## src/rtl/pixel_fetcher_pkg.sv

```systemverilog
// Shared definitions for the pixel fetcher: command field layout, opcodes and FSM encoding.
package pixel_fetcher_pkg;

    localparam int CMD_WIDTH   = 128;
    localparam int OPC_LSB     = 0;
    localparam int OPC_MSB     = 3;
    localparam int TAG_LSB     = 4;
    localparam int TAG_MSB     = 19;
    localparam int CNT_LSB     = 20;
    localparam int CNT_MSB     = 55;
    localparam int ADDR_LSB    = 56;
    localparam int ADDR_MSB    = 91;

    localparam int TAG_WIDTH   = TAG_MSB - TAG_LSB + 1;
    localparam int CNT_WIDTH   = CNT_MSB - CNT_LSB + 1;
    localparam int CADDR_WIDTH = ADDR_MSB - ADDR_LSB + 1;
    localparam int WORDS_WIDTH = CNT_WIDTH + 1;

    localparam logic [3:0] OPC_FETCH = 4'b0111;
    localparam logic [3:0] OPC_STORE = 4'b0011;

    typedef enum logic [1:0] {
        ST_IDLE  = 2'd0,
        ST_ISSUE = 2'd1,
        ST_DRAIN = 2'd2
    } state_e;

    typedef struct packed {
        logic [CADDR_WIDTH-1:0] addr;
        logic [CNT_WIDTH-1:0]   count;
        logic [TAG_WIDTH-1:0]   tag;
        logic [3:0]             opcode;
    } fetch_cmd_t;

    function automatic fetch_cmd_t decode_cmd(input logic [CMD_WIDTH-1:0] raw);
        fetch_cmd_t c;
        c.opcode = raw[OPC_MSB:OPC_LSB];
        c.tag    = raw[TAG_MSB:TAG_LSB];
        c.count  = raw[CNT_MSB:CNT_LSB];
        c.addr   = raw[ADDR_MSB:ADDR_LSB];
        return c;
    endfunction

endpackage

```

## src/rtl/pixel_fetcher_fifo.sv

```systemverilog
// fetch_fifo: synchronous return-data buffer with occupancy count; head word is
// presented combinationally so it stays stable until popped.
module fetch_fifo #(
    parameter  int WIDTH = 128,
    parameter  int DEPTH = 8,
    localparam int AW    = $clog2(DEPTH),
    localparam int CW    = AW + 1
) (
    input  logic             clk,
    input  logic             rst,
    input  logic             push_i,
    input  logic [WIDTH-1:0] wdata_i,
    input  logic             pop_i,
    output logic [WIDTH-1:0] rdata_o,
    output logic             empty_o,
    output logic [CW-1:0]    count_o
);

    logic [WIDTH-1:0] mem_q [DEPTH];
    logic [AW-1:0]    wr_ptr_q;
    logic [AW-1:0]    rd_ptr_q;
    logic [CW-1:0]    count_q;

    // NOTE: storage carries no reset; pointers and count alone define which entries are valid.
    always_ff @(posedge clk) begin
        if (push_i) begin
            mem_q[wr_ptr_q] <= wdata_i;
        end
    end

    // NOTE: state registers use non-blocking assignments so every flop samples pre-edge values.
    always_ff @(posedge clk) begin
        if (rst) begin
            wr_ptr_q <= '0;
            rd_ptr_q <= '0;
            count_q  <= '0;
        end else begin
            if (push_i) wr_ptr_q <= wr_ptr_q + AW'(1);
            if (pop_i)  rd_ptr_q <= rd_ptr_q + AW'(1);
            count_q <= count_q + CW'(push_i) - CW'(pop_i);
        end
    end

    assign rdata_o = mem_q[rd_ptr_q];
    assign empty_o = (count_q == '0);
    assign count_o = count_q;

endmodule

```

## src/rtl/pixel_fetcher.sv

```systemverilog
// pixel_fetcher: read-DMA engine; one fetch command becomes in-order word reads streamed out.
// Optional macro PIXEL_FETCHER_CHECK_EN enables opcode checking and the sticky cmd_error flag.
module pixel_fetcher
    import pixel_fetcher_pkg::*;
#(
    parameter int ADDRESS_SIZE = 36,
    parameter int DATA_WIDTH   = 128,
    parameter int PIXEL_WIDTH  = 32,
    parameter int FIFO_DEPTH   = 8
) (
    input  logic                    clk,
    input  logic                    rst,
    input  logic [CMD_WIDTH-1:0]    fetcher_command,
    input  logic                    fetcher_command_valid,
    output logic                    fetcher_command_complete,
    output logic [TAG_WIDTH-1:0]    fetcher_tag,
    output logic [ADDRESS_SIZE-1:0] master_address,
    output logic                    master_rdreq,
    input  logic                    master_rdack,
    input  logic [DATA_WIDTH-1:0]   master_rdata,
    input  logic                    master_rvalid,
    output logic [DATA_WIDTH-1:0]   out_data,
    output logic                    out_valid,
    input  logic                    out_ready,
    output logic                    out_last,
    output logic                    cmd_error
);

    localparam int PPW            = DATA_WIDTH / PIXEL_WIDTH;
    localparam int BYTES_PER_WORD = DATA_WIDTH / 8;
    localparam int OFS_W          = $clog2(BYTES_PER_WORD);
    localparam int CNT_W          = $clog2(FIFO_DEPTH) + 1;

    state_e                  state_q, state_d;
    logic [ADDRESS_SIZE-1:0] addr_q, addr_d;
    logic [WORDS_WIDTH-1:0]  issue_left_q, issue_left_d;
    logic [WORDS_WIDTH-1:0]  pop_left_q, pop_left_d;
    logic [CNT_W-1:0]        outstanding_q, outstanding_d;
    logic [TAG_WIDTH-1:0]    tag_q, tag_d;
    logic                    complete_q, complete_d;

    fetch_cmd_t              cmd;
    logic [ADDRESS_SIZE-1:0] cmd_addr;
    logic [ADDRESS_SIZE-1:0] cmd_addr_aligned;
    logic [WORDS_WIDTH-1:0]  cmd_words;
    logic                    cmd_ok;
    logic                    rdreq;
    logic                    push;
    logic                    pop;
    logic                    fifo_empty;
    logic [CNT_W-1:0]        fifo_count;
    logic [CNT_W-1:0]        credits;
    logic                    unused_bits;

    assign cmd              = decode_cmd(fetcher_command);
    assign cmd_addr         = ADDRESS_SIZE'(cmd.addr);
    assign cmd_addr_aligned = {cmd_addr[ADDRESS_SIZE-1:OFS_W], OFS_W'(0)};
    assign cmd_words        = (WORDS_WIDTH'(cmd.count) + WORDS_WIDTH'(PPW - 1)) / WORDS_WIDTH'(PPW);

    // Every in-flight read already owns a FIFO slot, so responses can never overflow it.
    assign credits = CNT_W'(FIFO_DEPTH) - (fifo_count + outstanding_q);
    assign push    = master_rvalid && (outstanding_q != '0);
    assign pop     = out_valid && out_ready;

`ifdef PIXEL_FETCHER_CHECK_EN
    logic cmd_error_q;

    assign cmd_ok = (cmd.opcode == OPC_FETCH);

    always_ff @(posedge clk) begin
        if (rst) begin
            cmd_error_q <= 1'b0;
        end else if (fetcher_command_valid && ((state_q != ST_IDLE) || !cmd_ok)) begin
            cmd_error_q <= 1'b1;
        end
    end

    assign cmd_error   = cmd_error_q;
    assign unused_bits = ^{fetcher_command[CMD_WIDTH-1:ADDR_MSB+1], cmd_addr[OFS_W-1:0]};
`else
    assign cmd_ok      = 1'b1;
    assign cmd_error   = 1'b0;
    assign unused_bits = ^{fetcher_command[CMD_WIDTH-1:ADDR_MSB+1], cmd_addr[OFS_W-1:0], cmd.opcode};
`endif

    always_comb begin
        // NOTE: all block outputs get a default first, so no branch can leave one unassigned (no latches).
        state_d      = state_q;
        addr_d       = addr_q;
        issue_left_d = issue_left_q;
        pop_left_d   = pop_left_q;
        tag_d        = tag_q;
        complete_d   = complete_q;
        rdreq        = 1'b0;

        if (pop) pop_left_d = pop_left_q - WORDS_WIDTH'(1);

        unique case (state_q)
            ST_IDLE: begin
                if (fetcher_command_valid && cmd_ok) begin
                    tag_d  = cmd.tag;
                    addr_d = cmd_addr_aligned;
                    if (cmd_words != '0) begin
                        issue_left_d = cmd_words;
                        pop_left_d   = cmd_words;
                        complete_d   = 1'b0;
                        state_d      = ST_ISSUE;
                    end
                end
            end
            ST_ISSUE: begin
                rdreq = (issue_left_q != '0) && (credits != '0);
                if (rdreq && master_rdack) begin
                    addr_d       = addr_q + ADDRESS_SIZE'(BYTES_PER_WORD);
                    issue_left_d = issue_left_q - WORDS_WIDTH'(1);
                    if (issue_left_q == WORDS_WIDTH'(1)) state_d = ST_DRAIN;
                end
            end
            ST_DRAIN: begin
                if (pop_left_q == '0) begin
                    state_d    = ST_IDLE;
                    complete_d = 1'b1;
                end
            end
            default: state_d = ST_IDLE;
        endcase

        outstanding_d = outstanding_q + CNT_W'(rdreq && master_rdack) - CNT_W'(push);
    end

    always_ff @(posedge clk) begin
        if (rst) begin
            state_q       <= ST_IDLE;
            addr_q        <= '0;
            issue_left_q  <= '0;
            pop_left_q    <= '0;
            outstanding_q <= '0;
            tag_q         <= '0;
            complete_q    <= 1'b1;
        end else begin
            state_q       <= state_d;
            addr_q        <= addr_d;
            issue_left_q  <= issue_left_d;
            pop_left_q    <= pop_left_d;
            outstanding_q <= outstanding_d;
            tag_q         <= tag_d;
            complete_q    <= complete_d;
        end
    end

    fetch_fifo #(
        .WIDTH (DATA_WIDTH),
        .DEPTH (FIFO_DEPTH)
    ) u_fifo (
        .clk     (clk),
        .rst     (rst),
        .push_i  (push),
        .wdata_i (master_rdata),
        .pop_i   (pop),
        .rdata_o (out_data),
        .empty_o (fifo_empty),
        .count_o (fifo_count)
    );

    assign out_valid                = !fifo_empty;
    assign out_last                 = out_valid && (pop_left_q == WORDS_WIDTH'(1));
    assign master_rdreq             = rdreq;
    assign master_address           = addr_q;
    assign fetcher_tag              = tag_q;
    assign fetcher_command_complete = complete_q;

endmodule

```

## config.mk

```make
export PLATFORM = sky130hd
export DESIGN_NAME = pixel_fetcher
export DESIGN_NICKNAME = d
export VERILOG_FILES = /design/src/rtl/pixel_fetcher_pkg.sv /design/src/rtl/pixel_fetcher_fifo.sv /design/src/rtl/pixel_fetcher.sv
export SDC_FILE = /design/constraint.sdc
export NUM_CORES = 1
export LEC_CHECK = 0
export BUFFER_PORTS_ARGS = -buffer_cell sky130_fd_sc_hd__buf_4
export CAP_MARGIN = 40
export CORE_ASPECT_RATIO = 0.8
export CORE_MARGIN = 3
export CORE_UTILIZATION = 55
export CTS_CLUSTER_DIAMETER = 120
export DETAILED_ROUTE_END_ITERATION = 16
export PLACE_DENSITY = 0.72
export SETUP_SLACK_MARGIN = 0.15
export SYNTH_ARGS = -nofsm -noshare
export SYNTH_HDL_FRONTEND = slang
export SYNTH_SLANG_ARGS = --single-unit
```

## constraint.sdc

```tcl
create_clock -name clk -period 25.7 [get_ports clk]
set_input_delay 1.285 -clock clk [delete_from_list [all_inputs] [get_ports clk]]
set_output_delay 1.285 -clock clk [all_outputs]
set_load 0.01 [all_outputs]
```

* Word level (Yosys, flattened, before mapping)
Memory sizes are Yosys's and may differ from the RTL's. A register that Yosys moved wholly into a read port is not among the register bits.
Cells that the tools add are included.
W data, S select, Z words.
** Storage, ports and cells
- Register bits :: 143
- Bits in writable memories :: 1024
- Logic and storage cells :: 79
- Memories :: 1
** Memories
- u_fifo.mem_q :: depth 8, bits a word 128, rd ports 1, clocked after memory_dff 1, write ports 1, line pixel_fetcher_fifo.sv:19 : logic [WIDTH-1:0] mem_q [DEPTH];
** Operators by class
- Muxes and demuxes :: 26
- Reductions and logical operators :: 21
- Eq/ne operators :: 9
- Add/subtract/negate cells :: 12
** Operators by type and width (number)
- $mux W37 :: 7
- $eq A37 B1 Y1 const B :: 2
- $pmux W37 S2 :: 1
- $reduce_bool A37 Y1 :: 2
- $sub A37 B1 Y37 const B :: 2
- $mux W36 :: 2
- $pmux W36 S2 :: 1
- $add A36 B2 Y37 const B :: 1
- $logic_not A37 Y1 :: 1
- $add A36 B5 Y36 const B :: 1
- $mux W2 :: 5
- $ne A2 B2 Y1 const B :: 5
- $add A4 B1 Y4 :: 2
- $reduce_and A4 Y1 :: 2
- $reduce_bool A4 Y1 :: 2
- $sub A4 B1 Y4 :: 2
- $add A3 B1 Y3 const B :: 2
- $logic_and A1 B1 Y1 :: 6
- $mux W1 :: 6
- $mux W3 :: 2
- $pmux W2 S3 :: 1
- $reduce_and A5 Y1 :: 1
- $add A4 B4 Y4 :: 1
- $logic_not A4 Y1 :: 1
- 9 further kinds :: 10

* Longest topological paths before layout
Gate-level depths: netlist of run 1.
- Depth in word-level cells :: 8
- Mapped depth :: 17
- Mapped depth without buffers :: 17

* By module
A second synthesis of run 1 with hierarchy kept.
** Unflattened totals
- Cell total of the unflattened synthesis :: 2718
- Area total of the unflattened synthesis :: 48162.4 sq um
** Modules (own cells, without submodules)
- fetch_fifo :: cells an instance 1547, area each 39516.6 sq um, instances 1
- pixel_fetcher :: cells an instance 1171, area each 8645.8 sq um, instances 1

* Worst setup path before layout of run 1
OpenSTA, ideal clock, no wires.
- Path type :: in2reg
- Start point :: in master_rvalid
- End point :: mem u_fifo.mem_q[0][0], enable pin
- Data required time :: 24928 ps
- Path slack :: 14371 ps
- Stages :: 4
- Library setup time :: 772 ps
- Data arrival time :: 10557 ps
- Cells stage by stage :: inv_1 a31oi_1 nand2b_1 nor3_1
** Between the ends
- Cells in the longest elaborated chain, start to end :: 3
** RTL lines
- start: declaration :: line pixel_fetcher.sv:21 : input logic master_rvalid,
- $logic_and A1 B1 Y1 :: line pixel_fetcher.sv:62 : assign push = master_rvalid && (outstanding_q != '0);
- via push :: line pixel_fetcher.sv:48 : logic push;
- $mux W1 :: line pixel_fetcher_fifo.sv:26 : if (push_i) begin
- $mux W1 (implied by the code) :: line pixel_fetcher_fifo.sv:27 : mem_q[wr_ptr_q] <= wdata_i;
- end: declaration :: line pixel_fetcher_fifo.sv:19
The timed path passes the listed nets, and every way through them passes these cells.

==> results of run 1 <==
## through the flow
| stage | hold slack, ns | setup slack (ns) |
|---|---|---|
| floorplan | 0.412 | 14.37 |
| global placement | 0.428 | 20.76 |
| detailed placement | 0.452 | 20.78 |
| CTS | 0.460 | 20.32 |
| global route | 0.477 | 20.22 |
| finish | 0.459 | 20.44 |
## where the power goes
part           internal, mW  switching, mW
Sequential             2.22         0.0801
Clock                 0.965          0.689
Combinational         0.644          0.645
## worst max-delay path by stage
stage                   startpoint                       endpoint  slack (ns)  cells past startpoint
2_1_floorplan        master_rvalid   u_fifo.mem_q[0][0]$_DFFE_PP_       14.37                      4
3_3_place_gp                  flop                   out_data[43]       20.76                      5
3_5_place_dp   fetcher_command[30]  issue_left_q[35]$_SDFFE_PP0P_       20.78                     10
4_1_cts                       flop                  out_data[113]       20.32                      7
5_1_grt                       flop                  out_data[102]       20.22                      7
6_report                      flop                   out_data[31]       20.44                      7
## cells in the mapped netlist, drive strengths merged, types with 7 or more instances
master and n:
and2 9, a21oi 105, nor3 52, xor2 43
a21o 7, ha 21, or3 15, a22oi 16
nand3 41, nand2b 13, mux4 256, nor2 178
and4 8, and3 22, mux2i 11, xnor2 37
o21ai 78, edfxtp 1024, a211oi 33, mux2 129
clkbuf 93, nand2 125, inv 33, nand4 15
nor4 26, buf 56, o211ai 9, dfxtp 142
## flip-flops by register name, summed over array words and instances (netlist names), named ones only
register                  cells
state_q                       2
fetcher_tag                  16
u_fifo.wr_ptr_q               3
outstanding_q                 4
u_fifo.rd_ptr_q               3
pop_left_q                   37
u_fifo.mem_q               1024
fetcher_command_complete      1
u_fifo.count_o                4
master_address               32
issue_left_q                 37
## layout make-up
class,instances,area [µm²],area share (%)
Antenna cell,13,32.5,0.0587
Tap cell,1115,1400,2.52
Clock buffer,135,2970,5.36
Timing Repair Buffer,447,3590,6.47
Inverter,33,124,0.224
Multi-Input combinational cell,1327,12900,23.3
Sequential cell,1166,33600,60.7
Clock inverter,72,791,1.43
## critical path, delay by kind of cell, from the launching register on
family	cells	cell delay (ns)
muxes	2	0.65
buffers and inverters	5	1.89
DFF	1	0.66
## cells in the final DEF, fill, tap and decap left out, types with 15 or more instances in the layout
cell | synthesis | final
nand2_1 | 124 | 124
clkinv_1 | 0 | 17
nor4_1 | 19 | 19
xor2_1 | 43 | 43
xnor2_1 | 37 | 37
nand4_1 | 15 | 15
a22oi_1 | 16 | 16
and3_1 | 21 | 21
dfxtp_1 | 142 | 139
a211oi_1 | 23 | 23
clkbuf_16 | 0 | 113
nor3_1 | 49 | 47
nand3_1 | 41 | 41
ha_1 | 21 | 21
o21ai_1 | 28 | 27
edfxtp_1 | 1024 | 1024
buf_4 | 9 | 432
clkinv_2 | 0 | 25
inv_1 | 33 | 33
a21oi_1 | 104 | 103
mux4_2 | 256 | 256
mux2_2 | 128 | 128
o21ai_0 | 50 | 50
clkbuf_1 | 93 | 16
nor2_1 | 177 | 170
## cell families (layout without fill, tap and decap cells)
group	after synthesis	after routing	synth area share, %
compound gates	297	297	3.98
xor+xnor	80	80	1.49
fa+ha+maj	24	24	0.684
buf+inv	182	687	1.64
flops	1166	1166	71.2
mux	396	396	15.5
other cells	1	18	0.00795
simple gates	525	525	5.44
## routing by layer
metal	wire [µm]	up-vias
li1	-	11500
met1	41900	13300
met2	52700	787
met3	7470	156
met4	2430	6
met5	38	-
==> metrics.log, run 1 <==
INFO  metric via_count = roughly 26k
INFO  metric finalSetupViolations = 0
INFO  metric ctsRootBufferMaster = clkbuf_16
INFO  metric cp_data_arrival_time = between 3 and 4 ns
INFO  metric hold_path_startpoint = fetcher_tag[7]$_SDFFE_PP0P_
INFO  metric grt_pass1_vias = 26.7k
INFO  metric floorplan.rows = 95
INFO  metric power.leakage = between 15 and 20 nW
INFO  metric timing.hold.worst.class = reg2reg
INFO  metric setup_tns_final = 0 ns
INFO  metric buffer_depth_of_the_longest_clock_path = 3
INFO  metric critPathMostFrequentCell = buf_4
INFO  metric first_iter_violations = approximately 2.1k
INFO  metric synth_area_leaders = edfxtp_1 65%, mux4_2 12%, dfxtp_1 6.0%
INFO  metric clock_skew_after_layout = around 0.019 ns
INFO  metric achievable-frequency = around 190 MHz
INFO  metric yosysTopAreaCellShare = 65.2%
INFO  metric grt_setup_unrepaired = no
INFO  metric r2r.worst_path.cells = 13
INFO  metric grt.total_usage = 23.3%
INFO  metric place_inst = just over 4k
INFO  metric ys_types = 76
INFO  metric ctsHtreeMaxLevel = 3
INFO  metric placedInstanceArea = around 52000 µm²
INFO  metric syn_avg_cell_area = about 18 µm²
INFO  metric critical_path.slowest_cell = dfxtp_4
INFO  metric initial_core_utilization = 55.8%
INFO  metric number_of_synthesized_register_bits = roughly 1.2k
INFO  metric post-route-min-period = between 5 and 6 ns
INFO  metric timing.critical_path.from_type = flop
INFO  metric r2r_end = issue_left_q[35]$_SDFFE_PP0P_
INFO  metric routed_via_density = roughly 6.0
INFO  metric drt_pre_antenna_iters = 6
INFO  metric grt-ovfl-total = 0
INFO  metric synth_area = 47200 µm²
INFO  metric fin_cells = 4308
INFO  metric die-width = approximately 330 µm
INFO  metric holdBufCountCts = 0
INFO  metric met2_usage = about two fifths
INFO  metric layout.nets = approximately 3.4k
INFO  metric share_of_post_route_cells_with_drive_strength_above_1 = between 30% and 40%
INFO  metric synth_seq_area_share = slightly above 70%
INFO  metric cts_repair_resize_count = 0
INFO  metric grt_most_used_layer = met2
INFO  metric worstSkewPairLatency = between 0.6 and 0.7 ns
INFO  metric cts_tree = built
INFO  metric reg2reg_launch_point = outstanding_q[1]$_SDFF_PP0_
INFO  metric power-per-cell-area = around 95 nW/µm²
INFO  metric post_synth_edffs = between 1k and 1.5k
INFO  metric buffer_ports.inserted = 397
INFO  metric hold_path_end = fetcher_tag[7]$_SDFFE_PP0P_
INFO  metric worst_pin_slew = 1.11 ns
INFO  metric type_of_the_worst_setup_path = reg2out
INFO  metric tritoncts_sinks = roughly 1.2k
INFO  metric grtUsageMet3 = between 5 and 6%
INFO  metric antenna_found_initial = 16
INFO  metric synth.yosys.warnings = 0
INFO  metric layout-area-overhead-vs-synth = 17.5%
INFO  metric async_set_or_reset_flop_fraction_in_the_synthesized_netlist = 0%
INFO  metric timing.critical_path.slowest_cell_delay = about 0.66 ns
INFO  metric first_pass_grt_wire_length = 159000 µm
INFO  metric final_antenna_net_count = 0
INFO  metric crit_fanout = 50
INFO  metric grt_max_degree = roughly 120
INFO  metric nFillCells = between 5k and 6k
INFO  metric place.detailed.hpwl = around 63000 µm
INFO  metric fp.dieArea = just under 90000 µm²
INFO  metric final-max-slew-violation-count = 0
INFO  metric detail_route.wl_per_cell = ~24 µm
INFO  metric synthDominantAreaCellType = edfxtp_1
INFO  metric slew-limit-headroom = 25.9%
INFO  metric setup.reg_to_reg.worst_slack = about 21 ns
INFO  metric gpl.final_weighted_congestion = about 0.85
INFO  metric endpoint_kind = output port
INFO  metric fp.coreArea = approximately 85000 µm²
INFO  metric power.ir.vdd_worst = slightly above 0.08 mV
INFO  metric cts_post_setup_buffers_inserted = 0
INFO  metric run_status = finished clean
INFO  metric die_height = 268 µm
INFO  metric floorplan.io_pins = 447
INFO  metric timing.critical_path.required = ~24 ns
INFO  metric use_met1 = roughly 31%
INFO  metric finish.utilization = 65.6%
INFO  metric whs_path_depth = 2
INFO  metric cp_cell_sequence = buf_12, buf_4, buf_4, buf_16, mux4_2, mux2_2, buf_4
INFO  metric synthesis.instances = ~2.7k
INFO  metric synth_flop_cell = edfxtp_1
INFO  metric cts.reportedPaths.clkPinSlew = roughly 0.060 ns
INFO  metric drc = 0
INFO  metric cts_made_buffers = 110
INFO  metric finalWirelength = ~100000 µm
INFO  metric post-route-cell-area = 55400 µm²
INFO  metric total_power = about 5.2 mW
INFO  metric timing.final.crit_share = between 20 and 25%
INFO  metric cap_violations = 0
INFO  metric final-hold-violation-count = 0
Power figures use the tool's default switching activity.
==> run 2: changes to the inputs <==
==> constraint.sdc (replaced) <==
create_clock -name clk -period 5.3 [get_ports clk]
set_input_delay 0.265 -clock clk [delete_from_list [all_inputs] [get_ports clk]]
set_output_delay 0.265 -clock clk [all_outputs]
set_load 0.01 [all_outputs]
==> metrics.log, run 2 (synthesized netlist as in run 1, its figures left out) <==
INFO  metric run_status = finished clean
INFO  metric type_of_the_worst_setup_path = reg2reg
INFO  metric timing.critical_path.slowest_cell_delay = 0.66 ns (about the same)
INFO  metric nFillCells = 5469 (-2.4%)
INFO  metric finalSetupViolations = 0 (unchanged)
INFO  metric layout-area-overhead-vs-synth = 21.4%
INFO  metric total_power = 25.5 mW (+390%)
INFO  metric drc = 0 (unchanged)
INFO  metric final-hold-violation-count = 0 (unchanged)
INFO  metric worst_pin_slew = 0.893 ns (-0.219 ns)
INFO  metric initial_core_utilization = 55.8% (unchanged)
INFO  metric cts_repair_resize_count = 0 (unchanged)
INFO  metric finish.utilization = 67.8% (+2.2 points)
INFO  metric multi_input_gate_area = 12900 µm² (about the same)
INFO  metric gpl.final_weighted_congestion = 0.871 (+2.1%)
INFO  metric cts.reportedPaths.clkPinSlew = 0.06 ns (about the same)
INFO  metric post-route-min-period = just under 4 ns
INFO  metric cts_made_buffers = 110 (unchanged)
INFO  metric layout.nets = 3556 (+5.5%)
INFO  metric cts_post_setup_buffers_inserted = 0 (unchanged)
INFO  metric die-width = 333 µm (unchanged)
INFO  metric power-per-cell-area = 445 nW/µm² (+370%)
INFO  metric final_antenna_net_count = 0 (unchanged)
INFO  metric ctsHtreeMaxLevel = 3 (unchanged)
INFO  metric timing.critical_path.from_type = flop
INFO  metric fp.coreArea = 84500 µm² (unchanged)
INFO  metric slew-limit-headroom = 40.5% (+15 points)
INFO  metric die_height = 268 µm (unchanged)
INFO  metric first_pass_grt_wire_length = 163000 µm (+2.6%)
INFO  metric grt_setup_unrepaired = no
INFO  metric place_inst = 4092 (+0.12%)
INFO  metric timing.final.crit_share = roughly three quarters
INFO  metric timing.hold.worst.class = in2reg
INFO  metric detail_route.wl_per_cell = 23.6 µm (-2.7%)
INFO  metric timing.critical_path.required = 5.88 ns (-18.53 ns)
INFO  metric first_iter_violations = 2484 (+19%)
INFO  metric grt.total_usage = 23.7% (+0.42 points)
INFO  metric share_of_post_route_cells_with_drive_strength_above_1 = 31.2% (-1.8 points)
INFO  metric clock_skew_after_layout = 0.0293 ns (+0.0101 ns)
INFO  metric sequential_cell_area = 33600 µm² (unchanged)
INFO  metric top_register = u_fifo.mem_q
INFO  metric cp_data_arrival_time = 4.55 ns (+0.57 ns)
INFO  metric largest_register_ff_count = 1024 (unchanged)
INFO  metric critical_path.slowest_cell = a21o_2
INFO  metric grt_pass1_vias = 27.6k (+3.5%)
INFO  metric grt_max_degree = 101 (-19%)
INFO  metric final-max-slew-violation-count = 0 (unchanged)
INFO  metric floorplan.io_pins = 447 (unchanged)
INFO  metric buffer_depth_of_the_longest_clock_path = 3 (unchanged)
INFO  metric cts_tree = built
INFO  metric tritoncts_sinks = 1166 (unchanged)
INFO  metric fin_cells = 4489 (+4.2%)
INFO  metric routed_via_density = 5.93 (-0.73%)
INFO  metric buffer_ports.inserted = 397 (unchanged)
INFO  metric floorplan.rows = 95 (unchanged)
INFO  metric crit_fanout = 39 (-22%)
INFO  metric finalWirelength = 106000 µm (+1.4%)
INFO  metric via_count = 26.6k (+3.4%)
INFO  metric place.detailed.hpwl = 61400 µm (-2.2%)
INFO  metric fp.dieArea = 89300 µm² (unchanged)
INFO  metric drt_pre_antenna_iters = 6 (unchanged)
INFO  metric layout.cells.most_common_list = 1024 x edfxtp_1, 424 x buf_4, 256 x mux4_2
INFO  metric most_common_library_cell_in_the_layout_ignoring_fill_and_taps = edfxtp_1
INFO  metric layout_top_registers = u_fifo.mem_q (1024), issue_left_q (37), pop_left_q (37)
INFO  metric worstSkewPairLatency = 0.69 ns (about the same)
INFO  metric holdBufCountCts = 180 (+180)
INFO  metric achievable-frequency = 252 MHz
INFO  metric cp_cell_sequence = ha_1, inv_1, ha_1, fa_1, xnor2_1, xnor2_1, nor4_1, nand2b_1, nor2_1, nor2_2, buf_4, a21o_2, o21ai_1, a21oi_1
INFO  metric cap_violations = 0 (unchanged)
INFO  metric power.ir.vdd_worst = 0.388 mV (+380%)
INFO  metric power.leakage = 19.1 nW (+4.1%)
INFO  metric antenna_found_initial = 8 (-8)
INFO  metric setup_tns_final = 0 ns (unchanged)
INFO  metric ctsRootBufferMaster = clkbuf_16
INFO  metric endpoint_kind = flop
INFO  metric grt-ovfl-total = 0 (unchanged)
-- run 2: path summary, 6_finish.rpt --
| path | to | depth (start not counted) | slack [ns] | start |
|---|---|---|---|---|
| setup / recovery | issue_left_q[23]$_SDFFE_PP0P_ | 14 | 1.33 | u_fifo.count_o[1]$_SDFF_PP0_ |
| setup reg to reg | issue_left_q[23]$_SDFFE_PP0P_ | 14 | 1.33 | u_fifo.count_o[1]$_SDFF_PP0_ |
| hold / removal | pop_left_q[24]$_SDFF_PP0_ | 3 | 0.05 | fetcher_command[46] |
| hold reg to reg | issue_left_q[36]$_SDFFE_PP0P_ | 2 | 0.43 | issue_left_q[36]$_SDFFE_PP0P_ |
-- run 2: layer usage --
layer / GRT usage, % / vias to the layer above / wire length [µm]
met5: 0 / - / 13
met4: 6.45 / 2 / 2420
met3: 4.79 / 184 / 6950
met2: 40.2 / 886 / 54000
met1: 31.9 / 13700 / 42700
li1: - / 11900 / -
-- run 2: critical path: cells and delay by family (launching register included) --
| kind | cells | cell delay, ns |
|---|---|---|
| flip-flops | 1 | 0.38 |
| XOR/XNOR | 2 | 0.28 |
| adder cells (fa/ha/maj) | 3 | 0.93 |
| AO/OA/AOI/OAI | 3 | 1.05 |
| AND/OR/NAND/NOR | 4 | 0.87 |
| buffers and inverters | 2 | 0.37 |
-- run 2: area by class of cell --
class / instances / share of cell area, %
Antenna cell: 9 / 0.0393
Tap cell: 1115 / 2.44
Clock buffer: 129 / 4.98
Sequential cell: 1166 / 58.7
Inverter: 33 / 0.216
Clock inverter: 78 / 1.42
Timing Repair Buffer: 632 / 9.68
Multi-Input combinational cell: 1327 / 22.5
-- run 2: power by group --
part | internal [mW] | switching (mW)
registers | 10.7 | 0.329
clock network | 4.51 | 3.37
logic | 3.28 | 3.24
total | 18.5 | 6.94
-- run 2: per-stage QoR --
step                      worst slack, ns  cell area [µm²]  hold slack, ns
after detailed placement             1.33            51800           0.427
final                                1.33            57300          0.0513
after global routing                 1.00            57300          0.0337
after floorplan                     -1.80            47200           0.364
after global placement               1.49            51700           0.422
after CTS                            1.31            57200         0.00368
